### src/rtl/hog_serializer_pkg.sv
`default_nettype none
// ============================================================================
// Module   : hog_serializer_pkg
// Brief    : Shared defaults, beat geometry and output-FSM state encoding
//            for the HOG histogram serializer.
// Revision : 1.0 - initial release
// ============================================================================
package hog_serializer_pkg;

    localparam int HOG_BIT_WIDTH      = 12;
    localparam int HOG_NUM_BINS       = 9;
    localparam int HOG_NUM_BLOCKS     = 4;
    localparam int HOG_WORDS_PER_BEAT = HOG_NUM_BINS * HOG_NUM_BLOCKS;

    // Output controller: idle (nothing buffered) or streaming a beat
    typedef enum logic [0:0] {
        ST_IDLE = 1'b0,
        ST_SEND = 1'b1
    } hog_state_t;

endpackage
`default_nettype wire

### src/rtl/hog_serializer_if.sv
`default_nettype none
// ============================================================================
// Module   : hog_serializer_if
// Brief    : Beat input, word output and status bundle of hog_serializer.
//            master = beat producer / word consumer, slave = serializer.
// Revision : 1.0 - initial release
// ============================================================================
interface hog_serializer_if
    import hog_serializer_pkg::*;
#(
    parameter int BIT_WIDTH  = HOG_BIT_WIDTH,
    parameter int NUM_BINS   = HOG_NUM_BINS,
    parameter int FIFO_DEPTH = 4
);
    localparam int c_BLK_W = BIT_WIDTH * NUM_BINS;
    localparam int c_LVL_W = $clog2(FIFO_DEPTH + 1);

    logic                 in_valid;
    logic [c_BLK_W-1:0]   in_block_0;
    logic [c_BLK_W-1:0]   in_block_1;
    logic [c_BLK_W-1:0]   in_block_2;
    logic [c_BLK_W-1:0]   in_block_3;
    logic                 ovf_clr;
    logic                 out_valid;
    logic                 out_ready;
    logic [BIT_WIDTH-1:0] out_data;
    logic                 out_sob;
    logic                 out_eob;
    logic                 out_sof;
    logic                 out_eof;
    logic                 ovf;
    logic [c_LVL_W-1:0]   fifo_level;

    modport master (
        output in_valid, in_block_0, in_block_1, in_block_2, in_block_3,
               ovf_clr, out_ready,
        input  out_valid, out_data, out_sob, out_eob, out_sof, out_eof,
               ovf, fifo_level
    );

    modport slave (
        input  in_valid, in_block_0, in_block_1, in_block_2, in_block_3,
               ovf_clr, out_ready,
        output out_valid, out_data, out_sob, out_eob, out_sof, out_eof,
               ovf, fifo_level
    );

endinterface
`default_nettype wire

### src/rtl/hog_beat_fifo.sv
`default_nettype none
// ============================================================================
// Module   : hog_beat_fifo
// Brief    : Beat-wide FIFO. Exposes the head entry and the entry behind it
//            so the serializer can roll into the next beat without a bubble.
// Revision : 1.0 - initial release
// ============================================================================
module hog_beat_fifo #(
    parameter int WIDTH = 432,
    parameter int DEPTH = 4     // power of 2, at least 2
) (
    input  wire logic                         clk,
    input  wire logic                         rst,
    input  wire logic                         i_push,
    input  wire logic                         i_pop,
    input  wire logic [WIDTH-1:0]             i_wdata,
    output logic      [WIDTH-1:0]             o_head,
    output logic      [WIDTH-1:0]             o_next,
    output logic                              o_full,
    output logic                              o_empty,
    output logic      [$clog2(DEPTH+1)-1:0]   o_level
);
    localparam int c_PTR_W = $clog2(DEPTH);
    localparam int c_LVL_W = $clog2(DEPTH + 1);
    localparam logic [c_LVL_W-1:0] c_FULL_LVL = c_LVL_W'(DEPTH);

    logic [WIDTH-1:0]   r_mem [DEPTH];
    logic [c_PTR_W-1:0] r_wr_ptr;
    logic [c_PTR_W-1:0] r_rd_ptr;
    logic [c_LVL_W-1:0] r_level;
    logic [c_PTR_W-1:0] w_rd_ptr_nxt;

    // Storage array; contents are don't-care once the pointers are reset
    always_ff @(posedge clk) begin
        if (i_push) begin
            r_mem[r_wr_ptr] <= i_wdata;
        end
    end

    // Pointers wrap naturally (power-of-2 depth); level tracks occupancy
    always_ff @(posedge clk or posedge rst) begin
        if (rst) begin
            r_wr_ptr <= '0;
            r_rd_ptr <= '0;
            r_level  <= '0;
        end else begin
            if (i_push) r_wr_ptr <= r_wr_ptr + c_PTR_W'(1);
            if (i_pop)  r_rd_ptr <= r_rd_ptr + c_PTR_W'(1);
            case ({i_push, i_pop})
                2'b10:   r_level <= r_level + c_LVL_W'(1);
                2'b01:   r_level <= r_level - c_LVL_W'(1);
                default: r_level <= r_level;
            endcase
        end
    end

    assign w_rd_ptr_nxt = r_rd_ptr + c_PTR_W'(1);
    assign o_head       = r_mem[r_rd_ptr];
    assign o_next       = r_mem[w_rd_ptr_nxt];
    assign o_full       = (r_level == c_FULL_LVL);
    assign o_empty      = (r_level == '0);
    assign o_level      = r_level;

endmodule
`default_nettype wire

### src/rtl/hog_serializer.sv
`default_nettype none
// ============================================================================
// Module   : hog_serializer
// Brief    : Buffers 4-block HOG histogram beats and streams them out one
//            bin word per cycle with block/frame markers.
// Revision : 1.0 - initial release
// ============================================================================
module hog_serializer
    import hog_serializer_pkg::*;
#(
    parameter int BIT_WIDTH   = HOG_BIT_WIDTH,
    parameter int NUM_BINS    = HOG_NUM_BINS,
    parameter int NUM_BLOCKS  = HOG_NUM_BLOCKS,   // interface carries 4 blocks
    parameter int FIFO_DEPTH  = 4,
    parameter int FRAME_BEATS = 8480
) (
    input  wire logic       clk,
    input  wire logic       rst,
    hog_serializer_if.slave bus
);
    localparam int c_BLK_W     = BIT_WIDTH * NUM_BINS;
    localparam int c_BEAT_BITS = c_BLK_W * NUM_BLOCKS;
    localparam int c_WORDS     = NUM_BINS * NUM_BLOCKS;
    localparam int c_WORD_W    = $clog2(c_WORDS);
    localparam int c_BIN_W     = $clog2(NUM_BINS);
    localparam int c_BLKI_W    = (NUM_BLOCKS > 1) ? $clog2(NUM_BLOCKS) : 1;
    localparam int c_BEAT_W    = (FRAME_BEATS > 1) ? $clog2(FRAME_BEATS) : 1;
    localparam int c_LVL_W     = $clog2(FIFO_DEPTH + 1);
    localparam logic [c_WORD_W-1:0] c_LAST_WORD = c_WORD_W'(c_WORDS - 1);
    localparam logic [c_BIN_W-1:0]  c_LAST_BIN  = c_BIN_W'(NUM_BINS - 1);
    localparam logic [c_BEAT_W-1:0] c_LAST_BEAT = c_BEAT_W'(FRAME_BEATS - 1);

    hog_state_t           r_state, w_state_nxt;
    logic [c_WORD_W-1:0]  r_word,  w_word_nxt;
    logic [c_BIN_W-1:0]   r_bin,   w_bin_nxt;
    logic [c_BLKI_W-1:0]  r_blk,   w_blk_nxt;
    logic [c_BEAT_W-1:0]  r_beat,  w_beat_nxt;
    logic                 r_valid, w_valid_nxt;
    logic [BIT_WIDTH-1:0] r_data;
    logic                 r_sob, r_eob, r_sof, r_eof, r_ovf;

    logic [c_BEAT_BITS-1:0] w_in_data, w_head, w_next, w_src;
    logic [BIT_WIDTH-1:0]   w_word_sel;
    logic [c_LVL_W-1:0]     w_level;
    logic                   w_full, w_empty, w_load;
    logic                   w_xfer, w_last, w_pop, w_push, w_drop;
    int                     w_sel_idx;

    // Block 0 occupies the least-significant slice of the beat
    assign w_in_data = {bus.in_block_3, bus.in_block_2, bus.in_block_1, bus.in_block_0};

    // A full FIFO still takes a beat if the head is retiring this cycle
    assign w_xfer = r_valid & bus.out_ready;
    assign w_last = (r_word == c_LAST_WORD);
    assign w_pop  = w_xfer & w_last;
    assign w_push = bus.in_valid & (~w_full | w_pop);
    assign w_drop = bus.in_valid & w_full & ~w_pop;

    hog_beat_fifo #(
        .WIDTH (c_BEAT_BITS),
        .DEPTH (FIFO_DEPTH)
    ) u_fifo (
        .clk     (clk),
        .rst     (rst),
        .i_push  (w_push),
        .i_pop   (w_pop),
        .i_wdata (w_in_data),
        .o_head  (w_head),
        .o_next  (w_next),
        .o_full  (w_full),
        .o_empty (w_empty),
        .o_level (w_level)
    );

    // Next state, counters, and which beat the next output word comes from
    always_comb begin
        w_state_nxt = r_state;
        w_word_nxt  = r_word;
        w_bin_nxt   = r_bin;
        w_blk_nxt   = r_blk;
        w_beat_nxt  = r_beat;
        w_valid_nxt = r_valid;
        w_load      = 1'b0;
        w_src       = w_head;
        case (r_state)
            ST_IDLE: begin
                if (w_push) begin
                    // Bypass the FIFO so word 0 is presented the next cycle
                    w_state_nxt = ST_SEND;
                    w_valid_nxt = 1'b1;
                    w_load      = 1'b1;
                    w_word_nxt  = '0;
                    w_bin_nxt   = '0;
                    w_blk_nxt   = '0;
                    w_src       = w_empty ? w_in_data : w_head;
                end
            end
            ST_SEND: begin
                if (w_xfer) begin
                    if (w_last) begin
                        w_beat_nxt = (r_beat == c_LAST_BEAT) ? '0 : r_beat + c_BEAT_W'(1);
                        w_word_nxt = '0;
                        w_bin_nxt  = '0;
                        w_blk_nxt  = '0;
                        if (w_level > c_LVL_W'(1)) begin
                            w_load = 1'b1;
                            w_src  = w_next;
                        end else if (w_push) begin
                            w_load = 1'b1;
                            w_src  = w_in_data;
                        end else begin
                            w_state_nxt = ST_IDLE;
                            w_valid_nxt = 1'b0;
                        end
                    end else begin
                        w_word_nxt = r_word + c_WORD_W'(1);
                        w_load     = 1'b1;
                        if (r_bin == c_LAST_BIN) begin
                            w_bin_nxt = '0;
                            w_blk_nxt = r_blk + c_BLKI_W'(1);
                        end else begin
                            w_bin_nxt = r_bin + c_BIN_W'(1);
                        end
                    end
                end
            end
            default: w_state_nxt = ST_IDLE;
        endcase
    end

    // Bin k of a block is taken MSB-field first
    always_comb begin
        w_sel_idx  = (int'(w_blk_nxt) * NUM_BINS + (NUM_BINS - 1) - int'(w_bin_nxt)) * BIT_WIDTH;
        w_word_sel = w_src[w_sel_idx +: BIT_WIDTH];
    end

    // Output-controller state register
    always_ff @(posedge clk or posedge rst) begin
        if (rst) r_state <= ST_IDLE;
        else     r_state <= w_state_nxt;
    end

    // Counters and registered outputs; words only change on load
    always_ff @(posedge clk or posedge rst) begin
        if (rst) begin
            r_word  <= '0;
            r_bin   <= '0;
            r_blk   <= '0;
            r_beat  <= '0;
            r_valid <= 1'b0;
            r_data  <= '0;
            r_sob   <= 1'b0;
            r_eob   <= 1'b0;
            r_sof   <= 1'b0;
            r_eof   <= 1'b0;
            r_ovf   <= 1'b0;
        end else begin
            r_word  <= w_word_nxt;
            r_bin   <= w_bin_nxt;
            r_blk   <= w_blk_nxt;
            r_beat  <= w_beat_nxt;
            r_valid <= w_valid_nxt;
            if (w_load) begin
                r_data <= w_word_sel;
                r_sob  <= (w_bin_nxt == '0);
                r_eob  <= (w_bin_nxt == c_LAST_BIN);
                r_sof  <= (w_word_nxt == '0) && (w_beat_nxt == '0);
                r_eof  <= (w_word_nxt == c_LAST_WORD) && (w_beat_nxt == c_LAST_BEAT);
            end
            // A drop wins over a simultaneous clear
            r_ovf <= w_drop | (r_ovf & ~bus.ovf_clr);
        end
    end

    assign bus.out_valid  = r_valid;
    assign bus.out_data   = r_data;
    assign bus.out_sob    = r_sob;
    assign bus.out_eob    = r_eob;
    assign bus.out_sof    = r_sof;
    assign bus.out_eof    = r_eof;
    assign bus.ovf        = r_ovf;
    assign bus.fifo_level = w_level;

endmodule
`default_nettype wire

### src/flat_wrapper.sv
// flat-port wrapper written by rule: the top's interface ports become plain ports
module hog_serializer_flat import hog_serializer_pkg::*;
#(
    parameter int BIT_WIDTH   = HOG_BIT_WIDTH,
    parameter int NUM_BINS    = HOG_NUM_BINS,
    parameter int NUM_BLOCKS  = HOG_NUM_BLOCKS,                                
    parameter int FIFO_DEPTH  = 4,
    parameter int FRAME_BEATS = 8480
)
  (clk, rst, bus_in_valid, bus_in_block_0, bus_in_block_1, bus_in_block_2, bus_in_block_3, bus_ovf_clr, bus_out_ready, bus_out_valid, bus_out_data, bus_out_sob, bus_out_eob, bus_out_sof, bus_out_eof, bus_ovf, bus_fifo_level);
  hog_serializer_if #(.BIT_WIDTH(BIT_WIDTH), .NUM_BINS(NUM_BINS), .FIFO_DEPTH(FIFO_DEPTH)) bus_i ();
  input  wire logic clk;
  input  wire logic rst;
  input wire logic [$bits(bus_i.in_valid)-1:0] bus_in_valid;
  input wire logic [$bits(bus_i.in_block_0)-1:0] bus_in_block_0;
  input wire logic [$bits(bus_i.in_block_1)-1:0] bus_in_block_1;
  input wire logic [$bits(bus_i.in_block_2)-1:0] bus_in_block_2;
  input wire logic [$bits(bus_i.in_block_3)-1:0] bus_in_block_3;
  input wire logic [$bits(bus_i.ovf_clr)-1:0] bus_ovf_clr;
  input wire logic [$bits(bus_i.out_ready)-1:0] bus_out_ready;
  output wire logic [$bits(bus_i.out_valid)-1:0] bus_out_valid;
  output wire logic [$bits(bus_i.out_data)-1:0] bus_out_data;
  output wire logic [$bits(bus_i.out_sob)-1:0] bus_out_sob;
  output wire logic [$bits(bus_i.out_eob)-1:0] bus_out_eob;
  output wire logic [$bits(bus_i.out_sof)-1:0] bus_out_sof;
  output wire logic [$bits(bus_i.out_eof)-1:0] bus_out_eof;
  output wire logic [$bits(bus_i.ovf)-1:0] bus_ovf;
  output wire logic [$bits(bus_i.fifo_level)-1:0] bus_fifo_level;
  assign bus_i.in_valid = bus_in_valid;
  assign bus_i.in_block_0 = bus_in_block_0;
  assign bus_i.in_block_1 = bus_in_block_1;
  assign bus_i.in_block_2 = bus_in_block_2;
  assign bus_i.in_block_3 = bus_in_block_3;
  assign bus_i.ovf_clr = bus_ovf_clr;
  assign bus_i.out_ready = bus_out_ready;
  assign bus_out_valid = bus_i.out_valid;
  assign bus_out_data = bus_i.out_data;
  assign bus_out_sob = bus_i.out_sob;
  assign bus_out_eob = bus_i.out_eob;
  assign bus_out_sof = bus_i.out_sof;
  assign bus_out_eof = bus_i.out_eof;
  assign bus_ovf = bus_i.ovf;
  assign bus_fifo_level = bus_i.fifo_level;
  hog_serializer #(.BIT_WIDTH(BIT_WIDTH), .NUM_BINS(NUM_BINS), .NUM_BLOCKS(NUM_BLOCKS), .FIFO_DEPTH(FIFO_DEPTH), .FRAME_BEATS(FRAME_BEATS)) u_core (.clk(clk), .rst(rst), .bus(bus_i));
endmodule
### config.mk
export PLATFORM = sky130hd
export DESIGN_NAME = hog_serializer_flat
export DESIGN_NICKNAME = d
export VERILOG_FILES = /design/src/rtl/hog_serializer_pkg.sv /design/src/rtl/hog_serializer_if.sv /design/src/rtl/hog_beat_fifo.sv /design/src/rtl/hog_serializer.sv /design/src/flat_wrapper.sv
export SDC_FILE = /design/constraint.sdc
export NUM_CORES = 2
export LEC_CHECK = 0
export CORE_MARGIN = 4
export CORE_UTILIZATION = 55
export DETAILED_ROUTE_END_ITERATION = 16
export PLACE_DENSITY = 0.84
export SYNTH_ARGS = -nofsm -noshare
export SYNTH_HDL_FRONTEND = slang
export SYNTH_SLANG_ARGS = --single-unit
### constraint.sdc
create_clock -name clk -period 12.55 [get_ports clk]
set_input_delay 2.51 -clock clk [delete_from_list [all_inputs] [get_ports clk]]
set_output_delay 2.51 -clock clk [all_outputs]
set_load 0.02 [all_outputs]
Yosys cells after proc, flatten, opt, wreduce, memory -nomap -nowiden
Memory sizes are Yosys's and may differ from the RTL's.
Cells that the tools add are included.
{ "word_totals": {"wordCells": 104, "ramBits": 1728, "register_bits": 52, "mem_count": 1} }
{ "memory_table": {"columns": ["memory", "words", "width", "rd", "rd_clocked_by_memory_dff", "write_ports", "line_no", "source"], "rows": [
  ["u_core.u_fifo.r_mem", 4, 432, 2, 0, 1, "hog_beat_fifo.sv:27", "logic [WIDTH-1:0] r_mem [DEPTH];"]
]} }
{ "op_classes": {"n_addsub": 10, "multipliers": 2, "n_eq_ne": 14, "order_cmp": 1, "reduce_logical": 8, "bitwise_logic": 12, "muxes": 40, "shifts": 1} }
{ "op_table": {"columns": ["operator", "n"], "rows": [
  ["432-bit 2-to-1 mux", 6],
  ["432-bit one-hot mux with 2 select lines", 1],
  ["432-bit by 32-bit variable part select with 12-bit output", 1],
  ["14-bit 2-to-1 mux", 4],
  ["32-bit by 5-bit adder with 32-bit output, second input constant", 1],
  ["32-bit by 3-bit multiplier with 30-bit output, second input constant", 1],
  ["32-bit by 5-bit subtractor with 32-bit output", 1],
  ["14-bit == test, second input constant", 2],
  ["6-bit 2-to-1 mux", 3],
  ["4-bit 2-to-1 mux", 4],
  ["14-bit by 1-bit adder with 14-bit output, second input constant", 1],
  ["14-bit zero test", 1],
  ["6-bit == test, second input constant", 2],
  ["6-bit one-hot mux with 2 select lines", 1],
  ["1-bit 2-to-1 mux", 11],
  ["2-bit != test, second input constant", 5],
  ["4-bit == test, second input constant", 2],
  ["2-bit 2-to-1 mux", 4],
  ["4-bit one-hot mux with 2 select lines", 1],
  ["2-bit by 1-bit adder with 2-bit output, second input constant", 3],
  ["6-bit by 1-bit adder with 6-bit output, second input constant", 1],
  ["1-bit AND", 6],
  ["6-bit zero test", 1],
  ["2-bit by 4-bit multiplier with 6-bit output, second input constant", 1],
  ["other kinds (17)", 24]
]} }

Logic depth before layout (Yosys ltp)
{ "depth": {"word_depth": 11, "depth_mapped": 35, "depth_no_buf": 28} }

Modules after synthesis
From an unflattened synthesis, not the netlist that was laid out.
{ "hier_totals": {"cells_unflattened": 7844, "area_unflattened_um2": 105932.8} }
{ "by_module_without_submodules": {"columns": ["module", "area_per_inst_um2", "instances", "cells_each"], "rows": [
  ["hog_beat_fifo", 74059.8, 1, 2821],
  ["hog_serializer", 31873.1, 1, 5023]
]} }

Worst setup path before layout
Ideal clock, no wire load.
{ "synth_path": {"kind": "input-to-reg", "startpoint": "in bus_out_ready", "endpoint": "mem u_core.u_fifo.r_mem[0][0] (enable)", "setup_slack_ps": -1638, "path_stages": 6, "t_required_ps": 11698, "arrival_time_ps": 13337, "path_buffers": 2, "path_cell_list": "and3_1 buf_2 nand2_1 a31oi_1 clkbuf_1 and2_1"} }
{ "synth_between": {"elab_chain_len": 6} }
{ "synth_rtl": {"columns": ["item", "line_no", "source"], "rows": [
  ["from (decl)", "flat_wrapper.sv:20", "input wire logic [$bits(bus_i.out_ready)-1:0] bus_out_ready;"],
  ["1-bit AND", "hog_serializer.sv:53", "assign w_xfer = r_valid & bus.out_ready;"],
  ["1-bit AND", "hog_serializer.sv:55", "assign w_pop = w_xfer & w_last;"],
  ["1-bit bitwise OR", "hog_serializer.sv:56", "assign w_push = bus.in_valid & (~w_full | w_pop);"],
  ["1-bit AND", "hog_serializer.sv:56", null],
  ["1-bit 2-to-1 mux", "hog_beat_fifo.sv:35", "if (i_push) begin"],
  ["1-bit 2-to-1 mux (not written as such)", "hog_beat_fifo.sv:36", "r_mem[r_wr_ptr] <= i_wdata;"],
  ["to (decl)", "hog_beat_fifo.sv:27", null]
]} }
Every way passes these cells.

Final worst setup path
{ "layout_path": {"startpoint": "in bus_out_ready", "endpoint": "reg u_core.r_data[8], in the netlist u_core.bus.out_data[8]"} }
{ "layout_lines": {"columns": ["item", "line_no", "source"], "rows": [
  ["1-bit AND (*)", "hog_serializer.sv:53", null],
  ["1-bit AND", "hog_serializer.sv:55", null],
  ["1-bit bitwise OR", "hog_serializer.sv:56", null],
  ["1-bit AND", "hog_serializer.sv:56", null],
  ["4-bit 2-to-1 mux", "hog_serializer.sv:87", "if (w_push) begin"],
  ["4-bit one-hot mux with 2 select lines (*)", "hog_serializer.sv:85", "case (r_state)"],
  ["net u_core.w_bin_nxt[0]", "hog_serializer.sv:35", "logic [c_BIN_W-1:0] r_bin, w_bin_nxt;"],
  ["32-bit by 5-bit subtractor with 32-bit output (*)", "hog_serializer.sv:133", "w_sel_idx = (int'(w_blk_nxt) * NUM_BINS + (NUM_BINS - 1) - int'(w_bin_nxt)) * BIT_WIDTH;"],
  ["32-bit by 3-bit multiplier with 30-bit output (*)", "hog_serializer.sv:133", null],
  ["432-bit by 32-bit variable part select with 12-bit output (*)", "hog_serializer.sv:134", "w_word_sel = w_src[w_sel_idx +: BIT_WIDTH];"],
  ["to (signal assigned)", "hog_serializer.sv:164", "r_data <= w_word_sel;"],
  ["to (decl)", "hog_serializer.sv:39", "logic [BIT_WIDTH-1:0] r_data;"]
]} }
Mark *: on every way through the listed nets, which the timed path passes. The rest lies on a longest branch.
A chain may end at the register's enable or synchronous reset.

==> impl_metrics.py <==
metrics = {
    "yosys": {
        "synth_warnings": 0,
        "synthMuxAreaShare": 0.241,
        "ys_async_sr_fraction": 0.0292,
        "syn_inst": 6174,
        "ys_seq_area_frac": 0.562,
        "ys_seq_elements": 1780,
        "yosys_most_used_dff": "edfxtp_1",
        "synth_edf_count": 1728,
        "yosys.area_share.simple": 0.0558,
        "avgSynthCellArea_sq_um": 15.3,
        "synth_top_family_by_area": "multiplexers",
        "synth_compound_area_frac": 0.104,
        "yosysUniqueCellTypes": 95,
        "syn_area_sq_um": 94600,
        "syn-num-nets": 6645,
        "synthAdderAreaFrac": 0.00466,
        "synth_xor_area_frac": 0.00269,
    },
    "power": {
        "p_clk_frac": 0.203,
        "power_frac_seq": 0.307,
        "p_leak_nw": 33.1,
        "fin_total_pwr_mw": 27.4,
        "swShare": 0.458,
        "power.switching_mw": 12.5,
        "p_comb_frac": 0.491,
        "intPower_mw": 14.8,
        "powerDensity_nw_per_um2": 255,
        "ir_worst_vdd_v": 0.000453,
    },
    "placement": {
        "place.gp.congestion": 1.05,
        "place_area_sq_um": 101000,
        "dp_hpwl_um": 243000,
        "io_buffers": 457,
    },
    "critical_path": {
        "crit_path_frequent_cell": "inv_1",
        "critPathArrivalTime_ns": 10.47,
        "cp.required_ns": 13.32,
        "critPathKind": "input port to register",
        "cp-start-kind": "input port",
        "cp_slowest_cell": "nor2_1",
        "critical_path.max_stage_delay_ns": 0.84,
        "cp_max_fo": 28,
        "end_kind": "register",
    },
    "detailed_routing": {
        "num_vias": 69336,
        "drtIter0Drc": 12004,
        "drtPass1Iterations": 8,
        "finalWirelength_um": 363000,
        "antenna_left": 0,
        "wl_per_cell_um": 40.4,
        "vias_per_cell": 7.72,
        "drc": 0,
    },
    "grt": {
        "gr-total-overflow": 0,
        "grt_pass1_vias": 66958,
        "antenna_found_initial": 89,
        "grt_use_total": 0.397,
        "grt_pass1_wl_um": 507000,
        "grt_max_degree": 145,
    },
    "floorplanning": {
        "io_pins": 458,
        "die_w_um": 423,
        "start_util": 0.556,
        "coreArea_sq_um": 170000,
        "row_count": 151,
        "die_h_um": 423,
        "fp.dieArea_sq_um": 179000,
    },
    "layout": {
        "syn2layout_area_growth_pct": 13.4,
        "nNetsFinal": 6920,
        "postLayoutCellArea_sq_um": 107000,
        "n_fill_cell": 11497,
        "drive_above_1_share": 0.217,
    },
    "timing": {
        "timing_hold_violations_final": 0,
        "max_freq_mhz": 103,
        "rsz0062_at_grt": "false",
        "slew_violations": 0,
        "worst_slew_pin_slew_ns": 1.41,
        "skew_ns": 0.0622,
        "tns_ns": 0,
        "maxSlewHeadroom": 0.0594,
        "period_share": 0.773,
        "setup_viol_count_final": 0,
        "period_needed_ns": 9.70,
    },
    "cts": {
        "cts_inserted_buffers": 179,
        "path_clk_slew_ns": 0.06,
        "clockBufferDepth": 3,
        "cts_tree": "built",
        "cts_setup_buffers": 0,
        "cts_root_buf": "clkbuf_16",
        "cts_hold_buf": 0,
        "htree_levels": 4,
        "clock-sinks": 1780,
        "clk_latency_ns": 0.88,
        "cts_resized": 0,
    },
    "worst_hold_path": {
        "hp-class": "register to register",
    },
    "outcome": {
        "outcome": "complete, no violations",
    },
    "flow_run": {
        "cap_violations": 0,
    },
}
[synth_stat cells, types with 14 or more instances]
cell type,n,share of area
edfxtp_1,1728,0.55
mux4_2,899,0.21
nor2_1,546,0.022
nand2_1,358,0.014
o22ai_1,271,0.018
buf_2,218,0.012
mux2i_1,203,0.021
a21oi_1,196,0.010
o22a_1,173,0.016
o21a_1,172,0.014
clkbuf_1,156,0.0062
o21ai_0,139,0.0074
nor3_1,105,0.0056
buf_4,92,0.0073
a22oi_1,68,0.0054
a31oi_1,61,0.0040
dfrtp_1,52,0.014
nand3_1,52,0.0028
a211oi_1,49,0.0039
mux2_2,46,0.0055
buf_1,43,0.0017
inv_1,37,0.0015
o211ai_1,36,0.0029
ha_1,32,0.0042
nand4_1,26,0.0017
and3_1,24,0.0016
nor4_1,23,0.0015
xnor2_1,22,0.0020
a32oi_1,19,0.0018
nand2b_1,19,0.0013
o221ai_1,19,0.0018
a2111oi_0,17,0.0016
a221oi_1,17,0.0016
a311oi_1,15,0.0014
or3_1,15,0.00099
a22o_1,14,0.0013
[cell type report]
| class | instances | area (sq um) | share of cell area |
|---|---|---|---|
| Timing Repair Buffer | 615 | 6150 | 0.0573 |
| Inverter | 39 | 161 | 0.00150 |
| Tap cell | 2295 | 2870 | 0.0268 |
| Multi-Input combinational cell | 3834 | 38700 | 0.361 |
| Sequential cell | 1780 | 53200 | 0.496 |
| Clock buffer | 228 | 4770 | 0.0444 |
| Antenna cell | 86 | 215 | 0.00201 |
| Clock inverter | 104 | 1240 | 0.0115 |
[flip-flops by register name, indices dropped and copies added, names as in the netlist]
signal                  count
u_core.r_bin                4
u_core.u_fifo.o_level       3
u_core.bus.out_eob          1
u_core.u_fifo.r_wr_ptr      2
u_core.bus.out_valid        1
u_core.bus.ovf              1
u_core.bus.out_eof          1
u_core.r_word               6
u_core.bus.out_sob          1
u_core.r_state              1
u_core.bus.out_sof          1
u_core.r_blk                2
u_core.u_fifo.r_mem      1728
u_core.r_beat              14
u_core.bus.out_data        12
u_core.u_fifo.r_rd_ptr      2
[stage by stage]
step	std cells	setup slack [ns]	utilization	hold WS, ns
after floorplan	6174	-1.64	-	0.480
after global placement	8563	2.27	0.594	0.513
after detailed placement	8563	2.19	0.594	0.494
after CTS	8895	3.06	0.629	0.529
after global routing	8963	2.57	0.630	0.564
final	8981	2.85	0.630	0.530
[power groups by stage]
stage | registers (mW) | logic, mW | clock network [mW]
2_1_floorplan | 8.53 | 6.74 | 0
3_3_place_gp | 8.27 | 12.7 | 0
3_5_place_dp | 8.42 | 12.7 | 0
4_1_cts | 8.34 | 12.7 | 5.55
5_1_grt | 8.44 | 13.4 | 5.84
6_report | 8.40 | 13.4 | 5.55
[cell usage in the layout, fill, tap and decap left out, drive strengths merged, types with 18 or more instances in the layout]
cell,count
xnor2,22
nor4,24
mux2i,203
and3,24
a32oi,19
clkbuf,228
a2111oi,19
a221oi,18
a31oi,62
nand2b,19
o211ai,36
mux2,46
a21oi,196
dfrtp,52
o22a,173
ha,32
diode,86
o22ai,271
o221ai,19
inv,49
nand2,359
buf,158
nand3,53
clkdlybuf4s50,457
bufinv,21
o21ai,147
a211oi,50
nand4,27
edfxtp,1728
clkinv,65
mux4,899
nor2,547
nor3,106
a22oi,68
o21a,172
[per-layer routing]
metal	vias to the layer above	global-route usage	wire, um
met1	35281	0.506	122000
met5	-	0	101
li1	26486	-	-
met3	1265	0.132	49100
met4	16	0.253	28600
met2	6288	0.589	163000
[worst paths after layout]
check                                            start                               endpoint  slack, ns  depth (start not counted)
max                                      bus_out_ready     u_core.bus.out_data[8]$_DFFE_PP0P_       2.85                         29
min                        u_core.r_beat[12]$_DFF_PP0_            u_core.r_beat[12]$_DFF_PP0_       0.53                          1
max reg2reg                 u_core.r_word[0]$_DFF_PP0_     u_core.bus.out_data[8]$_DFFE_PP0P_       4.23                         29
max in group asynchronous                          rst  u_core.u_fifo.r_rd_ptr[1]$_DFFE_PP0P_       9.53                          3
min in group asynchronous                          rst               u_core.r_state$_DFF_PP0_       2.31                          3
min reg2reg                u_core.r_beat[12]$_DFF_PP0_            u_core.r_beat[12]$_DFF_PP0_       0.53                          1
[worst max-delay path: cells and delay by family]
kind | cells | cell delay (ns)
AOI/OAI and AO/OA | 10 | 2.26
xor gates and xnor gates | 1 | 0.22
adders and majority gates | 6 | 1.82
buffers and inverters | 6 | 1.30
and+or+nand+nor | 6 | 2.31
[logic make-up after synthesis]
kind of cell	after synthesis
AOI/OAI and AO/OA	1402
xor gates and xnor gates	29
adders and majority gates	34
buffers and inverters	560
DFF	1780
muxes	1148
and+or+nand+nor	1221
No activity file was read; power rests on OpenSTA's default activity.
